**src/rtl/prince_ctrl_pkg.sv**
```systemverilog
`default_nettype none
// +--------------------------------------------------------------------------+
// | prince_ctrl_pkg: state encoding and timing helpers for the PRINCE round  |
// | sequencer, shared by the controller, the datapath and the bench.         |
// | Revision: 1.0                                                            |
// +--------------------------------------------------------------------------+
package prince_ctrl_pkg;

  localparam logic [2:0] ST_IDLE = 3'd0;
  localparam logic [2:0] ST_FWD  = 3'd1;
  localparam logic [2:0] ST_MID  = 3'd2;
  localparam logic [2:0] ST_BWD  = 3'd3;
  localparam logic [2:0] ST_DONE = 3'd4;

  typedef enum logic [2:0] {
    IDLE = ST_IDLE,
    FWD  = ST_FWD,
    MID  = ST_MID,
    BWD  = ST_BWD,
    DONE = ST_DONE
  } ctrlState_t;

  // Busy cycles per block: forward rounds, two S-box layers in the middle, backward rounds.
  function automatic int blockLatency(input int sboxStages, input int fwdRounds, input int bwdRounds);
    return sboxStages * (fwdRounds + bwdRounds + 2);
  endfunction

  function automatic int lastRound(input int fwdRounds, input int bwdRounds);
    return fwdRounds + bwdRounds + 1;
  endfunction

endpackage
`default_nettype wire

```
**src/rtl/prince_stage_cnt.sv**
```systemverilog
`default_nettype none
// +--------------------------------------------------------------------------+
// | prince_stage_cnt: cycle-within-round counter with clear, enable and a    |
// | programmable terminal value; pulses wrap on the terminal cycle.          |
// | Revision: 1.0                                                            |
// +--------------------------------------------------------------------------+
module prince_stage_cnt #(
  parameter int WIDTH = 4
) (
  input  logic             clk,
  input  logic             reset,
  input  logic             clear,
  input  logic             enable,
  input  logic [WIDTH-1:0] termVal,
  output logic [WIDTH-1:0] count,
  output logic             wrap
);

  assign wrap = enable && (count == termVal);

  always_ff @(posedge clk) begin
    if (reset || clear) begin
      count <= '0;
    end else if (enable) begin
      count <= wrap ? '0 : count + WIDTH'(1);
    end
  end

endmodule
`default_nettype wire

```
**src/rtl/prince_round_ctrl.sv**
```systemverilog
`default_nettype none
// +--------------------------------------------------------------------------+
// | prince_round_ctrl: round/stage sequencer for a masked round-based PRINCE |
// | datapath with pipelined S-boxes; start/busy/done handshake.              |
// | Revision: 1.0                                                            |
// +--------------------------------------------------------------------------+
module prince_round_ctrl
  import prince_ctrl_pkg::*;
#(
  parameter int SBOX_STAGES = 6,
  parameter int FWD_ROUNDS  = 5,
  parameter int BWD_ROUNDS  = 5,
  parameter int ROUND_W     = 4,
  parameter int STAGE_W     = 4
) (
  input  logic               clk,
  input  logic               reset,
  input  logic               start,
  output logic               busy,
  output logic [ROUND_W-1:0] round,
  output logic [STAGE_W-1:0] stage,
  output logic               round_start_sel,
  output logic               round_half_sel,
  output logic               round_end_sel,
  output logic               rnd_en,
  output logic               done
);

  localparam logic [ROUND_W-1:0] C_FWD_LAST   = ROUND_W'(FWD_ROUNDS);
  localparam logic [ROUND_W-1:0] C_LAST_ROUND = ROUND_W'(lastRound(FWD_ROUNDS, BWD_ROUNDS));
  localparam logic [STAGE_W-1:0] C_SBOX_TERM  = STAGE_W'(SBOX_STAGES - 1);
  localparam logic [STAGE_W-1:0] C_MID_TERM   = STAGE_W'(2 * SBOX_STAGES - 1);
  localparam logic [STAGE_W-1:0] C_HALF_START = STAGE_W'(SBOX_STAGES);

  if (SBOX_STAGES < 1 || FWD_ROUNDS < 1 || BWD_ROUNDS < 1) begin : g_badCounts
    $error("prince_round_ctrl: SBOX_STAGES, FWD_ROUNDS and BWD_ROUNDS must be >= 1");
  end
  if (lastRound(FWD_ROUNDS, BWD_ROUNDS) > 2**ROUND_W - 1) begin : g_badRoundW
    $error("prince_round_ctrl: ROUND_W too narrow for FWD_ROUNDS+BWD_ROUNDS+1");
  end
  if (2 * SBOX_STAGES - 1 > 2**STAGE_W - 1) begin : g_badStageW
    $error("prince_round_ctrl: STAGE_W too narrow for 2*SBOX_STAGES-1");
  end

  ctrlState_t         r_state;
  logic [ROUND_W-1:0] r_roundCnt;
  logic               r_busy;
  logic               r_done;
  logic               w_stageWrap;
  logic [STAGE_W-1:0] w_stageTerm;

  // The middle round spans two S-box layers (S then S^-1) in one round slot.
  assign w_stageTerm = (r_state == MID) ? C_MID_TERM : C_SBOX_TERM;

  prince_stage_cnt #(
    .WIDTH (STAGE_W)
  ) u_stageCnt (
    .clk     (clk),
    .reset   (reset),
    .clear   (!r_busy),
    .enable  (r_busy),
    .termVal (w_stageTerm),
    .count   (stage),
    .wrap    (w_stageWrap)
  );

  always_ff @(posedge clk) begin
    if (reset) begin
      r_state    <= IDLE;
      r_roundCnt <= '0;
      r_busy     <= 1'b0;
      r_done     <= 1'b0;
    end else begin
      case (r_state)
        IDLE: begin
          if (start) begin
            r_state    <= FWD;
            r_roundCnt <= ROUND_W'(1);
            r_busy     <= 1'b1;
          end
        end
        FWD: begin
          if (w_stageWrap) begin
            r_roundCnt <= r_roundCnt + ROUND_W'(1);
            if (r_roundCnt == C_FWD_LAST) begin
              r_state <= MID;
            end
          end
        end
        MID: begin
          if (w_stageWrap) begin
            r_roundCnt <= r_roundCnt + ROUND_W'(1);
            r_state    <= BWD;
          end
        end
        BWD: begin
          if (w_stageWrap) begin
            if (r_roundCnt == C_LAST_ROUND) begin
              r_state    <= DONE;
              r_roundCnt <= '0;
              r_busy     <= 1'b0;
              r_done     <= 1'b1;
            end else begin
              r_roundCnt <= r_roundCnt + ROUND_W'(1);
            end
          end
        end
        DONE: begin
          r_state <= IDLE;
          r_done  <= 1'b0;
        end
        default: begin
          r_state    <= IDLE;
          r_roundCnt <= '0;
          r_busy     <= 1'b0;
          r_done     <= 1'b0;
        end
      endcase
    end
  end

  assign busy            = r_busy;
  assign rnd_en          = r_busy;
  assign done            = r_done;
  assign round           = r_roundCnt;
  assign round_start_sel = start && (r_state == IDLE);
  assign round_end_sel   = (r_state == BWD);
  assign round_half_sel  = (r_state == BWD) || ((r_state == MID) && (stage >= C_HALF_START));

endmodule
`default_nettype wire

```
**config.mk**
```make
export PLATFORM = sky130hd
export DESIGN_NAME = prince_round_ctrl
export DESIGN_NICKNAME = d
export VERILOG_FILES = /design/src/rtl/prince_ctrl_pkg.sv /design/src/rtl/prince_stage_cnt.sv /design/src/rtl/prince_round_ctrl.sv
export SDC_FILE = /design/constraint.sdc
export NUM_CORES = 1
export LEC_CHECK = 0
export CAP_MARGIN = 15
export CORE_UTILIZATION = 35
export DETAILED_ROUTE_END_ITERATION = 10
export PLACE_DENSITY = 0.71
export REMOVE_ABC_BUFFERS = 1
export SYNTH_ARGS = -nofsm -noshare
export SYNTH_HDL_FRONTEND = slang
export SYNTH_HIERARCHICAL = 1
export SYNTH_SLANG_ARGS = --single-unit
```
**constraint.sdc**
```tcl
create_clock -name clk -period 2.3 [get_ports clk]
set_input_delay 0.46 -clock clk [delete_from_list [all_inputs] [get_ports clk]]
set_output_delay 0.46 -clock clk [all_outputs]
set_load 0.1 [all_outputs]
```
# == Word level (Yosys, flattened, before mapping) ==
# Cells that the tools add are included.
# word_totals
elab_cells,60
regBits,13
in_bits,3
output_inout_bits,14
# classes
reduce_logical,14
order_cmp,1
n_eq_ne,14
n_addsub,2
n_bitwise,3
mux,21
# ops
operator,n
$mux W4,6
$mux W3,6
$pmux W4 S4,1
$pmux W3 S4,1
$ne A2 B1 Y1 const B,5
$add A4 B1 Y4 const B,2
$reduce_and A4 Y1,2
$eq A3 B2 Y1 const B,2
$reduce_and A6 Y1,1
$reduce_or A3 Y1,2
$mux W1,5
$eq A4 B3 Y1 const B,1
$eq A4 B4 Y1,1
$eq A4 B4 Y1 const B,1
$ge A4 B3 Y1 const B,1
$ne A2 B2 Y1 const B,2
$eq A3 B1 Y1 const B,1
$eq A3 B3 Y1 const B,1
$logic_and A1 B1 Y1,3
$logic_not A3 Y1,1
$not A1 Y1,3
$pmux W1 S3,1
$reduce_and A3 Y1,1
$logic_or A1 B1 Y1,2
other kinds (3),3

# == Logic depth before layout (Yosys ltp) ==
# logic_depth
ltp_word,6
mapped_depth,12
ltp_nobuf,10

# == Cells and area by module ==
# Netlist, hierarchy kept.
# modules_own_cells
module,area_each_um2,n_inst,cells_each,seq_area_each_um2
prince_round_ctrl,610.6,1,75,180.2
prince_stage_cnt,246.5,1,24,80.1

# == Least setup slack after synthesis ==
# OpenSTA, ideal clock, no wires.
# synth_timing
kind,reg2out
from,register u_stageCnt.count[2]
to,output round_half_sel
n_path_buf,0
required_time_ps,1840
path_slack_ps,-655
arrival_time_ps,2495
path_stages_with_launch,3
path_cell_list,dfxtp_1 a211oi_1 nor2_1
# synth_between
elab_chain_len,3
# synth_rtl
element,line_no,source
start: declaration,prince_stage_cnt.sv:15,"output logic [WIDTH-1:0] count,"
start signal: assignment,prince_stage_cnt.sv:25,count <= wrap ? '0 : count + WIDTH'(1);
$ge A4 B3 Y1,prince_round_ctrl.sv:128,assign round_half_sel = (r_state == BWD) || ((r_state == MID) && (stage >= C_HALF_START));
$logic_and A1 B1 Y1,prince_round_ctrl.sv:128,
$logic_or A1 B1 Y1,prince_round_ctrl.sv:128,
end: declaration,prince_round_ctrl.sv:23,"output logic round_half_sel,"
# Every way passes these cells.

# == Final worst setup path ==
# layout_timing
from,register r_state[2]
to,"register r_roundCnt[3], in the netlist round[3]"
# layout_between
elab_chain_len,6
word_cells_on_any_way,15
classes_between,eq/ne: 8; mux: 2; bitwise: 1; reduce/logical: 4
# layout_rtl
element,line_no,source
start: declaration,prince_round_ctrl.sv:45,ctrlState_t r_state;
start signal: assignment,prince_round_ctrl.sv:69,r_state <= IDLE;
start signal: assignment,prince_round_ctrl.sv:77,r_state <= FWD;
start signal: assignment,prince_round_ctrl.sv:86,r_state <= MID;
$eq A3 B2 Y1 *,prince_round_ctrl.sv:53,assign w_stageTerm = (r_state == MID) ? C_MID_TERM : C_SBOX_TERM;
$mux W4 *,prince_round_ctrl.sv:53,
via w_stageTerm[2],prince_round_ctrl.sv:50,logic [STAGE_W-1:0] w_stageTerm;
$eq A4 B4 Y1 *,prince_stage_cnt.sv:19,assign wrap = enable && (count == termVal);
$logic_and A1 B1 Y1 *,prince_stage_cnt.sv:19,
via w_stageWrap,prince_round_ctrl.sv:49,logic w_stageWrap;
$ne A2 B1 Y1 (no source line),--,
$reduce_and A4 Y1 (no source line) *,--,
end signal: assignment,prince_round_ctrl.sv:84,r_roundCnt <= r_roundCnt + ROUND_W'(1);
end signal: assignment,prince_round_ctrl.sv:92,r_roundCnt <= r_roundCnt + ROUND_W'(1);
end signal: assignment,prince_round_ctrl.sv:104,r_roundCnt <= r_roundCnt + ROUND_W'(1);
end: declaration,prince_round_ctrl.sv:46,logic [ROUND_W-1:0] r_roundCnt;
# Mark *: on every way through the listed nets, which the timed path passes. The rest lies on a longest branch.
# A chain may end at the register's enable or synchronous reset.

==> impl_metrics.py <==
metrics = {
    "setup_path": {
        "slowest_delay_ns": 0.41,
        "crit_chain": "nand2b_1, or2_4, inv_4, xnor2_2, and4_4, and2_4, nand3_1, or3_1, or4_1, nand3_1",
        "crit_fanout": 4,
        "cp-startpoint": "r_state[2]$_SDFFE_PP0P_",
        "crit_slowest_cell": "or4_1",
        "crit_arrival_ns": 2.41,
        "crit_top_cell": "nand3_1",
        "crit_type": "flip-flop to flip-flop",
        "regToRegStartpoint": "r_state[2]$_SDFFE_PP0P_",
        "crit_path_end_kind": "flip-flop",
        "crit_path_start_kind": "flip-flop",
        "worstPathRequired_ns": 2.52,
    },
    "clock_network": {
        "clkTransAtPathRegs_ns": 0.08,
        "insertion_delay_ns": 0.27,
        "cts_buffers": 3,
        "cts_setup_buffers": 0,
        "cts_root_buffer": "clkbuf_4",
        "htree_num_levels": 1,
        "cts_max_path_buffers": 2,
        "cts_tree": "done",
        "clkSinkCount": 13,
    },
    "cells_and_area": {
        "final_common_cell": "buf_4",
        "finalNetCount": 130,
        "multi_input_area_um2": 549.3,
        "regArea_um2": 260.3,
        "fillerInstances": 218,
        "final_area_mm2": 0.001126,
        "drive_gt1_share_pct": 30.89,
        "most-common-layout-cells": "21 x buf_4, 13 x dfxtp_1, 7 x nor2_1",
        "diodes": 0,
        "layout.cells.non_filler": 151,
        "syn2layout_area_growth_pct": 31.39,
    },
    "drt": {
        "wire_per_inst_um": 13.35,
        "route.vias.total": 809,
        "drc": 0,
        "drt.antenna.violating_nets": 0,
        "drtIter0Drc": 12,
        "viasPerCell": 5.358,
        "first_pass_iters": 4,
        "finalWirelength_um": 2016,
    },
    "floorplan": {
        "die_h_um": 51.49,
        "start_util_pct": 38.01,
        "coreArea_mm2": 0.002255,
        "dieArea_mm2": 0.002651,
        "rows": 17,
        "die_x_um": 51.49,
        "io_pins": 17,
    },
    "synthesis": {
        "ys_ff_latch": 13,
        "ys_warn_count": 6,
        "synth-xor-area-share_pct": 7.153,
        "synth-simple-area-share_pct": 36.06,
        "synth_top_family_by_area": "simple AND/OR/NAND/NOR gates",
        "ys_async_sr_fraction_pct": 0,
        "ys_seq_area_share_pct": 30.36,
        "synth_edf_count": 0,
        "synth.distinct_cells": 41,
        "avgSynthCellArea_um2": 8.657,
        "netlist_area_um2": 857.1,
        "muxShareOfSynthArea_pct": 1.168,
        "synth_compound_area_share_pct": 12.70,
        "synthAdderAreaFrac_pct": 4.380,
        "synth-main-ff-cell": "dfxtp_1",
        "synthCells": 99,
    },
    "power_and_ir_drop": {
        "p_per_area_mw_per_mm2": 433.9,
        "leakage_nw": 0.4252,
        "ir_drop_mv": 0.2582,
        "power_w": 0.0004887,
    },
    "placed_design": {
        "port_buffers": 16,
        "post_dp_cell_area_mm2": 0.001079,
        "placedCellCount": 147,
        "dpl.hpwl_um": 1513,
        "gp_congestion": 0.8303,
    },
    "sta": {
        "fin_crit_ns": 2.194,
        "rsz0062_at_grt": "false",
        "finalCritPeriodShare_pct": 95.40,
        "fin_hold_ws_ns": 0.4940,
        "max_freq_ghz": 0.4558,
        "finalSetupTns_ns": 0,
        "fin_skew_ns": 0.004341,
        "slew_viol_final": 0,
        "setup_viol": 0,
        "hold_violations": 0,
    },
    "grt": {
        "grt_overflow": 0,
        "grt_max_degree": 13,
        "antenna_found_initial": 0,
        "track_usage_pct": 17.02,
        "grt_first_pass_wirelength_um": 3408,
        "grt_pass1_vias": 781,
    },
    "run_status": {
        "status": "finished, final reports clean",
    },
    "flow_run": {
        "maxCapViolCount": 0,
    },
    "min_path": {
        "hold_path_class": "flip-flop to flip-flop",
        "min_from": "done$_SDFFE_PP0P_",
    },
}
cell usage after synthesis (2+ instances only):
cell | number | area share [%]
dfxtp_1 | 13 | 30
nor2_1 | 7 | 3.1
nand2_1 | 6 | 2.6
nor3_1 | 6 | 3.5
nand3_1 | 5 | 2.9
xnor2_1 | 5 | 5.1
a211oi_1 | 4 | 3.5
a21oi_1 | 4 | 2.3
inv_1 | 4 | 1.8
buf_4 | 3 | 2.6
ha_1 | 3 | 4.4
nand4b_1 | 3 | 3.1
nand3b_1 | 2 | 1.8
nand4_1 | 2 | 1.5
nor2b_1 | 2 | 1.5
o21ai_0 | 2 | 1.2
or2_2 | 2 | 1.5
or4_1 | 2 | 1.8
xor2_1 | 2 | 2.0
worst max-delay path, delay by kind of cell, from the launching register on:
kind	cells	cell delay (ns)
and+or+nand+nor	8	1.66
DFF	1	0.31
xor gates and xnor gates	1	0.10
buffers and inverters	1	0.08
metrics by stage:
| step | setup slack (ns) | util [%] |
|---|---|---|
| 2_1_floorplan | -1.104 | - |
| 3_3_place_gp | 0.07882 | 47.84 |
| 3_5_place_dp | -0.01263 | 47.84 |
| 4_1_cts | 0.06672 | 49.11 |
| 5_1_grt | 0.02144 | 49.94 |
| 6_report | 0.1059 | 49.94 |
sequential cells by signal (all words and copies together) (netlist names):
signal            count
busy                  1
done                  1
u_stageCnt/count      4
r_state               3
round                 4
path summary, 6_finish.rpt:
path | slack [ns] | to | cells after the start
min | 0.49 | done$_SDFFE_PP0P_ | 2
max reg2reg | 0.11 | round[3]$_SDFFE_PP0P_ | 10
max | 0.11 | round[3]$_SDFFE_PP0P_ | 10
min reg2reg | 0.49 | done$_SDFFE_PP0P_ | 2
where the power goes:
group	switching, W	leakage (nW)	internal, W
sequential	0.00000485	0.106	0.000230
combinational	0.0000759	0.305	0.0000368
clock	0.0000742	0.0150	0.0000671
total	0.000155	0.425	0.000334
timing repair:
action                                  4_1_cts  5_1_grt
endpoints found under the setup margin        1        1
pin swaps                                     0        1
hold buffers                                  0        0
gates resized for setup                       2        4
routing by layer:
| layer | wire [µm] | share of wire, % | global-route usage [%] | vias up |
|---|---|---|---|---|
| li1 | - | - | - | 410 |
| met1 | 907 | 45 | 19.11 | 383 |
| met2 | 1028 | 51 | 32.47 | 16 |
| met3 | 79 | 3.9 | 2.976 | 0 |
| met4 | 0 | 0 | 4.054 | 0 |
| met5 | 0 | 0 | 0 | - |
kinds of logic after synthesis:
logic type                 Yosys count
muxes                                1
other                                1
adders and majority gates            3
and+or+nand+nor                     48
buffers and inverters               10
AOI/OAI and AO/OA                   16
DFF                                 13
xor gates and xnor gates             7
layout make-up:
cell class | count | share of cell area (%)
clock buffers | 4 | 2.333
well taps | 28 | 3.111
flip-flops and latches | 13 | 23.11
repair buffers | 26 | 21.11
inverters | 4 | 1.556
multi-input cells | 76 | 48.78
Power figures use the tool's default switching activity.
